==> src/rtl/nibble_serial_adder_ctrl_pkg.sv <==
// -----------------------------------------------------------------------------
// nibble_serial_adder_ctrl_pkg
//   Shared definitions for the nibble-serial add/subtract controller and the
//   4-bit ripple-carry slice it sequences.
//   Contents:
//     NIBBLE  - slice width in bits (one nibble processed per clock)
//     state_e - controller state encoding (IDLE -> RUN -> DONE -> IDLE)
// -----------------------------------------------------------------------------
package nibble_serial_adder_ctrl_pkg;

  localparam int NIBBLE = 4;

  typedef enum logic [1:0] {
    ST_IDLE = 2'd0,
    ST_RUN  = 2'd1,
    ST_DONE = 2'd2
  } state_e;

endpackage : nibble_serial_adder_ctrl_pkg

==> src/rtl/ripple_carry_4_bit_adder.sv <==
// -----------------------------------------------------------------------------
// ripple_carry_4_bit_adder
//   Purely combinational 4-bit ripple-carry adder built from full-adder cells.
//   Ports:
//     A  [3:0] in   addend
//     B  [3:0] in   addend
//     C0       in   carry in
//     S  [3:0] out  sum bits
//     C4       out  carry out of bit 3
// -----------------------------------------------------------------------------
module ripple_carry_4_bit_adder
  import nibble_serial_adder_ctrl_pkg::*;
(
  input  logic [NIBBLE-1:0] A,
  input  logic [NIBBLE-1:0] B,
  input  logic              C0,
  output logic [NIBBLE-1:0] S,
  output logic              C4
);

  logic [NIBBLE:0] c;

  // NOTE: every variable assigned in always_comb gets a value on every path
  // (here the defaults at the top), otherwise synthesis infers a latch.
  always_comb begin
    c    = '0;
    S    = '0;
    c[0] = C0;
    for (int i = 0; i < NIBBLE; i++) begin
      S[i]   = A[i] ^ B[i] ^ c[i];
      c[i+1] = (A[i] & B[i]) | (c[i] & (A[i] ^ B[i]));
    end
  end

  assign C4 = c[NIBBLE];

endmodule : ripple_carry_4_bit_adder

==> src/rtl/nibble_serial_adder_ctrl.sv <==
// -----------------------------------------------------------------------------
// nibble_serial_adder_ctrl
//   Adds or subtracts two WIDTH-bit operands by stepping a single shared 4-bit
//   ripple-carry slice across them, least-significant nibble first, one nibble
//   per clock. The inter-nibble carry lives in a register.
//   Parameters:
//     WIDTH  operand width; multiple of 4 and >= 8
//   Ports:
//     clk    in   rising-edge clock
//     rst    in   asynchronous active-high reset
//     start  in   request, sampled only in IDLE
//     sub    in   0: a+b+cin, 1: a-b (cin ignored)
//     a, b   in   operands, captured when start is accepted
//     cin    in   carry-in for add mode
//     busy   out  high whenever the controller is not idle
//     done   out  one-cycle pulse, result valid
//     sum    out  result register
//     cout   out  carry out of the MSB nibble (sub: 1 = no borrow)
//     ovf    out  signed overflow of the final result
//   Timing: accept on edge k, done high after edge k+NIB; one operation per
//   NIB+2 cycles when issued back to back.
// -----------------------------------------------------------------------------
module nibble_serial_adder_ctrl
  import nibble_serial_adder_ctrl_pkg::*;
#(
  parameter int WIDTH = 16
) (
  input  logic             clk,
  input  logic             rst,
  input  logic             start,
  input  logic             sub,
  input  logic [WIDTH-1:0] a,
  input  logic [WIDTH-1:0] b,
  input  logic             cin,
  output logic             busy,
  output logic             done,
  output logic [WIDTH-1:0] sum,
  output logic             cout,
  output logic             ovf
);

  localparam int NIB   = WIDTH / NIBBLE;
  localparam int IDX_W = (NIB > 1) ? $clog2(NIB) : 1;
  localparam logic [IDX_W-1:0] LAST_IDX = IDX_W'(NIB - 1);

  // ---------------------------------------------------------------------------
  // State and datapath registers
  // ---------------------------------------------------------------------------
  state_e           state_q, state_d;
  logic             busy_q;
  logic             done_q;

  logic [WIDTH-1:0] a_q;       // operand A as captured
  logic [WIDTH-1:0] b_q;       // effective operand B (already inverted for sub)
  logic [IDX_W-1:0] idx_q;     // nibble currently presented to the slice
  logic             carry_q;   // carry chained between nibble steps
  logic [WIDTH-1:0] sum_q;
  logic             cout_q;
  logic             ovf_q;

  logic             accept;
  logic             last_step;

  // Slice connections
  logic [NIBBLE-1:0] a_nib;
  logic [NIBBLE-1:0] b_nib;
  logic [NIBBLE-1:0] s_nib;
  logic              c4;
  int unsigned       nib_lsb;

  assign accept    = (state_q == ST_IDLE) && start;
  assign last_step = (state_q == ST_RUN) && (idx_q == LAST_IDX);

  // ---------------------------------------------------------------------------
  // Nibble mux and the shared adder slice
  // ---------------------------------------------------------------------------
  assign nib_lsb = NIBBLE * 32'(idx_q);
  assign a_nib   = a_q[nib_lsb +: NIBBLE];
  assign b_nib   = b_q[nib_lsb +: NIBBLE];

  ripple_carry_4_bit_adder u_slice (
    .A  (a_nib),
    .B  (b_nib),
    .C0 (carry_q),
    .S  (s_nib),
    .C4 (c4)
  );

  // ---------------------------------------------------------------------------
  // FSM
  // ---------------------------------------------------------------------------
  always_comb begin
    state_d = state_q;
    case (state_q)
      ST_IDLE: if (start)     state_d = ST_RUN;
      ST_RUN:  if (last_step) state_d = ST_DONE;
      ST_DONE:                state_d = ST_IDLE;
      default:                state_d = ST_IDLE;
    endcase
  end

  // busy/done are registered from the next state so they line up exactly with
  // the state they describe, without a combinational decode on the outputs.
  // NOTE: sequential state uses non-blocking (<=) assignments so every
  // register samples its inputs as they were before the edge.
  always_ff @(posedge clk or posedge rst) begin
    if (rst) begin
      state_q <= ST_IDLE;
      busy_q  <= 1'b0;
      done_q  <= 1'b0;
    end else begin
      state_q <= state_d;
      busy_q  <= (state_d != ST_IDLE);
      done_q  <= (state_d == ST_DONE);
    end
  end

  // ---------------------------------------------------------------------------
  // Datapath
  // ---------------------------------------------------------------------------
  // NOTE: operand registers are reset along with the rest even though their
  // value is don't-care until the next accept; it keeps the block free of X
  // after reset at negligible cost for registers this narrow.
  always_ff @(posedge clk or posedge rst) begin
    if (rst) begin
      a_q     <= '0;
      b_q     <= '0;
      idx_q   <= '0;
      carry_q <= 1'b0;
      sum_q   <= '0;
      cout_q  <= 1'b0;
      ovf_q   <= 1'b0;
    end else if (accept) begin
      a_q     <= a;
      // Subtraction as a + ~b + 1: invert B here, force the first carry to 1.
      b_q     <= sub ? ~b : b;
      carry_q <= sub ? 1'b1 : cin;
      sum_q   <= '0;
      idx_q   <= '0;
    end else if (state_q == ST_RUN) begin
      sum_q[nib_lsb +: NIBBLE] <= s_nib;
      carry_q                  <= c4;
      if (last_step) begin
        idx_q  <= '0;
        cout_q <= c4;
        // s_nib[MSB] is the final sum's sign bit at this step.
        ovf_q  <= (a_q[WIDTH-1] == b_q[WIDTH-1]) &&
                  (s_nib[NIBBLE-1] != a_q[WIDTH-1]);
      end else begin
        idx_q  <= idx_q + IDX_W'(1);
      end
    end
  end

  assign busy = busy_q;
  assign done = done_q;
  assign sum  = sum_q;
  assign cout = cout_q;
  assign ovf  = ovf_q;

endmodule : nibble_serial_adder_ctrl

==> config.mk <==
export PLATFORM = sky130hd
export DESIGN_NAME = nibble_serial_adder_ctrl
export DESIGN_NICKNAME = d
export VERILOG_FILES = /design/src/rtl/nibble_serial_adder_ctrl_pkg.sv /design/src/rtl/ripple_carry_4_bit_adder.sv /design/src/rtl/nibble_serial_adder_ctrl.sv
export SDC_FILE = /design/constraint.sdc
export NUM_CORES = 1
export LEC_CHECK = 0
export BUFFER_PORTS_ARGS = -buffer_cell sky130_fd_sc_hd__buf_2
export CORE_MARGIN = 10
export CORE_UTILIZATION = 45
export DETAILED_ROUTE_END_ITERATION = 8
export PLACE_DENSITY = 0.68
export SETUP_SLACK_MARGIN = 0.5
export SLEW_MARGIN = 20
export SYNTH_ARGS = -nofsm -noshare
export SYNTH_HDL_FRONTEND = slang
export SYNTH_SLANG_ARGS = --single-unit
export TNS_END_PERCENT = 10
==> constraint.sdc <==
create_clock -name clk -period 8 [get_ports clk]
set_input_delay 0.4 -clock clk [delete_from_list [all_inputs] [get_ports clk]]
set_output_delay 0.4 -clock clk [all_outputs]
set_load 0.02 [all_outputs]
# == After elaboration in Yosys (flattened, before gate mapping) ==
# Cells that the tools add are included.
# classes
add_sub_neg,2
n_eq_ne,5
shifts,4
mux,13
bitwise,22
n_reduce_logical,7
# op_table
cell,n
16-bit two-way mux,3
4-bit negation with 34-bit output,1
"4-bit by 34-bit variable shift with 16-bit output, first input constant",1
4-bit by 34-bit variable part select with 16-bit output,1
16-bit by 5-bit variable part select with 4-bit output,2
16-bit bitwise mux,1
16-bit inverter,1
2-bit two-way mux,5
1-bit bitwise AND,8
1-bit bitwise XOR,8
"2-bit equality test, second input constant",2
1-bit bitwise OR,4
2-bit case mux with 2 select lines,1
2-bit nonzero test,2
1-bit logical AND,3
1-bit two-way mux,3
3-bit AND reduction,1
"2-bit by 1-bit adder with 2-bit output, second input constant",1
"2-bit by 1-bit equality test with 1-bit output, second input constant",1
2-bit logical NOT,1
1-bit equality test,1
1-bit inequality test,1
1-bit inverter,1
# totals
ff_bits,57

# == Depth between registers and ports, before layout ==
# Gate-level depths: netlist (run 1).
# logic_depth
word_depth,13
depth_mapped,13
depth_no_buf,12

# == Modules after synthesis ==
# A second synthesis (run 1) with hierarchy kept.
# hier_totals
cells_unflattened,228
area_unflattened_um2,2775.2
# modules_own_cells
mod,n_inst,cells_per_inst,area_each_um2,seq_area_each_um2
nibble_serial_adder_ctrl,1,214,2657.5,1426.4
ripple_carry_4_bit_adder,1,14,117.6,0.0

# == Worst setup path after synthesis (run 1) ==
# OpenSTA, ideal clock, no wires.
# synth_path
path_type,register to register
start,register idx_q[0]
end,register ovf_q (netlist: ovf)
setup_ns,0.123
arrival_time_ns,2.956
t_required_ns,7.877
path_slack_ns,4.920
path_stages_with_launch,14
path_cell_list,dfrtp_1 > buf_2 > mux4_2 > inv_1 > fa_1 > inv_1 > fa_1 > inv_1 > fa_1 > inv_1 > fa_1 > and3b_1 > a21oi_1 > a21oi_1
# synth_between
elab_chain_len,11
word_cells_on_any_way,21
# synth_rtl
item,line,source
"start, declared",nibble_serial_adder_ctrl.sv:55,logic [IDX_W-1:0] idx_q;
"start signal, assigned",nibble_serial_adder_ctrl.sv:150,idx_q <= idx_q + IDX_W'(1);
16-bit by 5-bit variable part select with 4-bit output (on tied branches),"nibble_serial_adder_ctrl.sv:78, nibble_serial_adder_ctrl.sv:79",
1-bit bitwise XOR,ripple_carry_4_bit_adder.sv:31,c[i+1] = (A[i] & B[i]) | (c[i] & (A[i] ^ B[i]));
1-bit bitwise AND,ripple_carry_4_bit_adder.sv:31,
1-bit bitwise OR,ripple_carry_4_bit_adder.sv:31,
1-bit bitwise AND,ripple_carry_4_bit_adder.sv:31,
1-bit bitwise OR,ripple_carry_4_bit_adder.sv:31,
1-bit bitwise AND,ripple_carry_4_bit_adder.sv:31,
1-bit bitwise OR,ripple_carry_4_bit_adder.sv:31,
1-bit bitwise XOR,ripple_carry_4_bit_adder.sv:30,S[i] = A[i] ^ B[i] ^ c[i];
1-bit inequality test,nibble_serial_adder_ctrl.sv:148,(s_nib[NIBBLE-1] != a_q[WIDTH-1]);
1-bit logical AND,nibble_serial_adder_ctrl.sv:147,ovf_q <= (a_q[WIDTH-1] == b_q[WIDTH-1]) &&
"end signal, assigned",nibble_serial_adder_ctrl.sv:147,
"end, declared",nibble_serial_adder_ctrl.sv:59,logic ovf_q;
# Parallel ways exist; a longest one is shown, timed or not.
# A chain may end at the register's enable or synchronous reset.

# == Final worst setup path (run 1) ==
# Same ends and word-level chain as after synthesis.

==> results of run 1 <==
==> flip-flops by register name, indices dropped and copies added (netlist names) <==
signal   flops
state_q      2
busy         1
sum         16
carry_q      1
done         1
b_q         16
ovf          1
idx_q        2
cout         1
a_q         16
==> layer usage <==
| layer | track usage | vias to the layer above | part of all wire |
|---|---|---|---|
| met5 | 0 | - | 0 |
| met4 | 0.0369 | 0 | 0.012 |
| met3 | 0.0599 | 8 | 0.064 |
| met2 | 0.220 | 51 | 0.49 |
| met1 | 0.150 | 929 | 0.43 |
| li1 | - | 972 | - |
==> power groups by stage <==
stage / Combinational, mW / Sequential (mW) / Clock [mW]
finish: 0.657 / 0.515 / 0.327
global route: 0.730 / 0.537 / 0.344
CTS: 0.664 / 0.519 / 0.333
detailed placement: 0.659 / 0.524 / 0
global placement: 0.642 / 0.521 / 0
floorplan: 0.456 / 0.519 / 0
==> final timing paths <==
path                                       from              endpoint  slack, ns  depth (start not counted)
setup / recovery           idx_q[0]$_DFFE_PP0P_       ovf$_DFFE_PP0P_       4.56                         12
hold / removal                              rst  state_q[0]$_DFF_PP0_       0.23                          3
setup reg to reg           idx_q[0]$_DFFE_PP0P_       ovf$_DFFE_PP0P_       4.56                         12
hold reg to reg             a_q[12]$_DFFE_PP0P_   a_q[12]$_DFFE_PP0P_       0.47                          2
max in group asynchronous                   rst   b_q[15]$_DFFE_PP0P_       7.28                          3
min in group clk                           a[3]    a_q[3]$_DFFE_PP0P_       0.24                          3
==> cell usage after synthesis, drive strengths merged <==
cell,instances,area share
and3,3,0.0087
a2bb2oi,1,0.0032
nor2,4,0.0055
nor2b,3,0.0069
and2,2,0.0046
and3b,2,0.0064
nand4,1,0.0023
o31ai,2,0.0055
nand3,5,0.0092
nand3b,1,0.0027
xnor2,16,0.051
o21bai,1,0.0027
buf,8,0.015
fa,4,0.029
clkbuf,5,0.0069
o22ai,1,0.0023
a21oi,4,0.0073
dfrtp,57,0.52
mux2,2,0.0082
mux4,8,0.066
nand2,67,0.092
a32o,2,0.0073
o2bb2ai,6,0.019
nor3b,2,0.0073
a22o,7,0.022
a21o,3,0.0082
ha,5,0.023
and4,1,0.0032
or3b,1,0.0032
o21ai,16,0.029
inv,12,0.016
nand2b,1,0.0023
==> layout by cell type (no fill, tap or decap), drive strengths merged <==
cell type / count
a21o: 3
a21oi: 4
a22o: 7
a2bb2oi: 1
a32o: 2
and2: 2
and3: 3
and3b: 2
and4: 1
buf: 58
bufinv: 3
clkbuf: 9
clkinv: 2
clkinvlp: 2
dfrtp: 57
fa: 4
ha: 5
inv: 12
mux2: 2
mux4: 8
nand2: 67
nand2b: 1
nand3: 5
nand3b: 1
nand4: 1
nor2: 4
nor2b: 3
nor3b: 2
o21ai: 16
o21bai: 1
o22ai: 1
o2bb2ai: 6
o31ai: 2
or3b: 1
xnor2: 16
==> cells by family after synthesis <==
kind of cell | after synthesis | synth area share
compound gates | 43 | 0.108
xor+xnor | 16 | 0.0513
fa+ha+maj | 9 | 0.0522
buf+inv | 25 | 0.0380
flops | 57 | 0.522
mux | 10 | 0.0742
simple gates | 93 | 0.154
==> through the flow <==
step / setup WS, ns / instance area [sq um]
3_3_place_gp: 4.61 / 3060
3_5_place_dp: 4.51 / 3060
4_1_cts: 4.50 / 3300
6_report: 4.56 / 3300
2_1_floorplan: 4.92 / 2730
5_1_grt: 4.29 / 3300
==> cell type report <==
| class | instances | share of cell area |
|---|---|---|
| inverters | 12 | 0.0136 |
| well taps | 75 | 0.0284 |
| clock inverters | 7 | 0.0360 |
| clock buffers | 9 | 0.0375 |
| flip-flops and latches | 57 | 0.432 |
| multi-input cells | 171 | 0.363 |
| repair buffers | 58 | 0.0894 |
==> worst register-to-register path, delay by kind of cell (launching register included) <==
family | cells | cell delay (ns)
and+or+nand+nor | 1 | 0.21
AOI/OAI and AO/OA | 2 | 0.21
DFF | 1 | 0.78
buffers and inverters | 4 | 0.26
muxes | 1 | 0.58
adders and majority gates | 4 | 1.30
==> run_results.csv, run 1 <==
group,metric,value,unit
power_and_ir_drop,p_int,0.902,mW
place,dpl.cell_count,373,
sta,final.period_utilization,0.430,
run,cap_viol_max_count,0,
power_and_ir_drop,cellLeakagePower,1.65,nW
clock_tree,post-cts-setup-buffers,0,
yosys,synth-seq-cells,57,
clock_tree,clkSinkCount,57,
critical_path,crit_slowest_cell,"dfrtp_1",
sta,worst-slew-pin-transition,1.06,ns
finish,multiInputGateArea,1200,sq um
yosys,post_syn_nets,299,
power_and_ir_drop,power_frac_clock,0.218,
clock_tree,cts_resized,0,
critical_path,critPathBufInv,4,
finish,area_growth_syn_to_layout,21.0,%
sta,post-route-min-period,3.44,ns
floorplan,starting_density_of_the_core,0.461,
critical_path,startpoint_types,"flop",
critical_path,end_kind,"flop",
min_path,min-delay-path-class,"in -> async",
sta,drv_slew,0,
critical_path,worst_ep_arrival_time,3.68,ns
route,remaining_drc_errors,0,
finish,utilization,0.558,
sta,finalHoldWorstSlack,0.231,ns
route,drt_first_iter_violations,85,
finish,area.sequential,1430,sq um
global_route,grt.overflow.total,0,
clock_tree,clk_transition_reported_paths,0.07,ns
route,post_drt_via_cell_ratio,5.04,
sta,timing.setup.tns,0,ns
place,hpwlAfterDp,4.36,mm
power_and_ir_drop,combinational_power_share,0.438,
finish,layout.cells.non_filler,389,
clock_tree,clock_tree.root_cell,"clkbuf_8",
yosys,synthDistinctLibCells,34,
finish,final_nets,355,
floorplan,pin_count,57,
critical_path,cp_cell_sequence,"mux4_2 > inv_1 > fa_1 > inv_1 > fa_1 > inv_1 > fa_1 > inv_1 > fa_1 > and3b_1 > a21oi_1 > a21oi_1",
global_route,wire_length_of_the_first_global_routing_pass,10.3,mm
clock_tree,tritoncts.num_buffers,9,
floorplan,die-area,9590,sq um
power_and_ir_drop,pwrdens,454,nW/um^2
finish,fillerInstances,550,
clock_tree,cts_hold_buf,0,
clock_tree,clock_latency_on_the_worst_skew_pair,0.34,ns
power_and_ir_drop,fin_total_pwr,1.50,mW
sta,clock-skew-final,0.00998,ns
finish,antenna_cells_inserted,0,
floorplan,core_area,5920,sq um
floorplan,floorplan.die.height,97.9,um
critical_path,crit_path_max_incr_delay,0.78,ns
floorplan,placementRows,28,
global_route,first_global_vias,2140,
sta,fmax,290,MHz
power_and_ir_drop,power.share.switching,0.398,
clock_tree,htreeDepth,3,
yosys,synth.cell_area,2730,sq um
critical_path,timing.critical_path.fanout_max,14,
yosys,postSynthAreaPerCell,10.8,sq um
place,gp_congestion,0.809,
yosys,synth_warnings,0,
sta,setup_repair_after_global_routing_missed_its_margin,"no",
outcome,outcome,"completed",
sta,finalSetupViolations,0,
route,postRouteWirelength,6.04,mm
global_route,grt_antenna_before_repair,0,
sta,relSlewSlack,0.287,
global_route,largest_net_degree_at_the_start_of_global_routing,58,
yosys,synthCells,253,
place,port_buffers,56,
global_route,grt_use_total,0.132,
power_and_ir_drop,power.sequential.fraction,0.344,
route,via_count,1960,
power_and_ir_drop,ir_worst_vdd,182,uV
clock_tree,tritoncts,"yes",
floorplan,floorplan.die.width,97.9,um
clock_tree,cts-root-to-sink-buffers,2,
yosys,synth_sequential_area_ratio,0.522,
critical_path,cp.required,8.23,ns
route,routedWlPerCell,15.5,um
critical_path,timing.setup.critical_path_class,"reg -> reg",
sta,count_of_final_hold_check_violations,0,
power_and_ir_drop,net_switching_component_of_the_power,0.597,mW
critical_path,cell_family_with_the_largest_share_of_critical_path_delay,"adder cells",
route,detailedRoute.firstPassIterationCount,4,
finish,drive_above_1_share,0.277,
route,drt.antenna.violating_nets,0,
Power figures use the tool's default switching activity.
==> run 2: changes to the inputs <==
- clock period: 8 -> 3.3 ns (I/O delays scaled with it)
==> run_results.csv, run 2 (synthesis results as in run 1) <==
group,metric,value,unit
outcome,outcome,"completed",
critical_path,cp.required,3.52,ns
power_and_ir_drop,cellLeakagePower,1.66,nW
floorplan,core_area,5920,sq um
critical_path,cell_family_with_the_largest_share_of_critical_path_delay,"adder cells",
route,routedWlPerCell,15.7,um
sta,finalWorstSetupSlack,0.501,ns
sta,final.period_utilization,0.848,
place,hpwlAfterDp,4.65,mm
clock_tree,tritoncts.num_buffers,9,
global_route,largest_net_degree_at_the_start_of_global_routing,53,
finish,final_nets,360,
route,postRouteWirelength,6.19,mm
finish,drive_above_1_share,0.288,
critical_path,worst_ep_arrival_time,3.02,ns
clock_tree,clock_latency_on_the_worst_skew_pair,0.34,ns
clock_tree,clkSinkCount,57,
critical_path,timing.critical_path.fanout_max,5,
clock_tree,cts_hold_buf,0,
sta,post-route-min-period,2.80,ns
place,gp_congestion,0.787,
route,remaining_drc_errors,0,
sta,clock-skew-final,0.00670,ns
global_route,grt.overflow.total,0,
route,via_count,1997,
route,drt.antenna.violating_nets,0,
finish,antenna_cells_inserted,0,
floorplan,floorplan.die.width,97.9,um
clock_tree,cts-root-to-sink-buffers,2,
critical_path,timing.setup.critical_path_class,"reg -> reg",
floorplan,die-area,9590,sq um
critical_path,crit_path_max_incr_delay,0.44,ns
clock_tree,cts_resized,2,
power_and_ir_drop,pwrdens,1070,nW/um^2
floorplan,pin_count,57,
clock_tree,clock_tree.root_cell,"clkbuf_8",
floorplan,floorplan.die.height,97.9,um
sta,timing.setup.tns,0,ns
global_route,first_global_vias,2062,
finish,area_growth_syn_to_layout,20.0,%
run,cap_viol_max_count,0,
finish,utilization,0.554,
sta,drv_slew,0,
sta,finalSetupViolations,0,
global_route,wire_length_of_the_first_global_routing_pass,10.2,mm
critical_path,critPathBufInv,5,
critical_path,cp_cell_sequence,"mux4_2 > inv_2 > fa_1 > inv_1 > fa_1 > inv_1 > fa_1 > inv_1 > fa_1 > buf_4 > a32o_1",
floorplan,starting_density_of_the_core,0.461,
global_route,grt_antenna_before_repair,0,
route,post_drt_via_cell_ratio,5.07,
finish,layout_commonest_cell,"nand2_1",
sta,relSlewSlack,0.417,
route,drt_first_iter_violations,64,
finish,area.sequential,1430,sq um
place,preCtsSetupSlack,0.464,ns
clock_tree,htreeDepth,3,
clock_tree,post-cts-setup-buffers,0,
power_and_ir_drop,fin_total_pwr,3.49,mW
finish,commonest_non_fill_non_tap_cells_in_the_layout,"nand2_1, dfrtp_1, buf_2",
sta,count_of_final_hold_check_violations,0,
critical_path,startpoint_types,"flop",
power_and_ir_drop,ir_worst_vdd,661,uV
finish,fillerInstances,544,
floorplan,placementRows,28,
finish,multiInputGateArea,1200,sq um
place,port_buffers,56,
critical_path,crit_slowest_cell,"dfrtp_2",
critical_path,path_common_cell,"fa_1",
route,detailedRoute.firstPassIterationCount,5,
global_route,grt_use_total,0.132,
sta,worst-slew-pin-transition,0.874,ns
sta,fmax,357,MHz
clock_tree,tritoncts,"yes",
critical_path,end_kind,"flop",
clock_tree,clk_transition_reported_paths,0.07,ns
sta,setup_repair_after_global_routing_missed_its_margin,"yes",
min_path,min-delay-path-class,"in -> async",
==> run 2: area by class of cell <==
class | instances | share of cell area
Multi-Input combinational cell | 171 | 0.366
Tap cell | 75 | 0.0286
Clock buffer | 13 | 0.0485
Sequential cell | 57 | 0.435
Timing Repair Buffer | 63 | 0.103
Inverter | 12 | 0.0137
Clock inverter | 3 | 0.00458
==> run 2: routing by layer <==
metal,global-route usage,up-vias,wire (um),part of all wire
li1,-,978,-,-
met1,0.159,961,2810,0.45
met2,0.206,49,2950,0.48
met3,0.0423,9,317,0.051
met4,0.0671,0,116,0.019
met5,0,-,0,0
==> run 2: worst paths after layout <==
| check | slack (ns) | cells past startpoint | endpoint | from |
|---|---|---|---|---|
| min reg2reg | 0.47 | 2 | a_q[11]$_DFFE_PP0P_ | a_q[11]$_DFFE_PP0P_ |
| max reg2reg | 0.50 | 11 | sum[11]$_DFFE_PP0P_ | idx_q[0]$_DFFE_PP0P_ |
| min in group clk | 0.02 | 3 | a_q[3]$_DFFE_PP0P_ | a[3] |
| min | 0.01 | 2 | sum[7]$_DFFE_PP0P_ | rst |
| max in group asynchronous | 2.50 | 3 | idx_q[0]$_DFFE_PP0P_ | rst |
| max | 0.50 | 11 | sum[11]$_DFFE_PP0P_ | idx_q[0]$_DFFE_PP0P_ |
==> run 2: through the flow <==
step,cells,hold slack (ns),instance area [sq um]
2_1_floorplan,253,0.270,2740
3_3_place_gp,378,0.356,3100
3_5_place_dp,378,0.358,3100
4_1_cts,394,0.00650,3280
5_1_grt,394,0.0130,3280
6_report,394,0.0108,3280
==> run 2: report_power, final <==
group          switching, mW  internal, mW  total [mW]
registers              0.210          1.01        1.22
clock network          0.267         0.310       0.577
logic                  0.962         0.739        1.70
total                   1.44          2.06        3.49
==> run 2: worst register-to-register path: stages (launching register included) <==
cell and delay [ns]:
dfrtp_2 0.44, mux4_2 0.35, inv_2 0.04, fa_1 0.37, inv_1 0.07, fa_1 0.15, inv_1 0.05, fa_1 0.36
inv_1 0.08, fa_1 0.41, buf_4 0.17, a32o_1 0.21
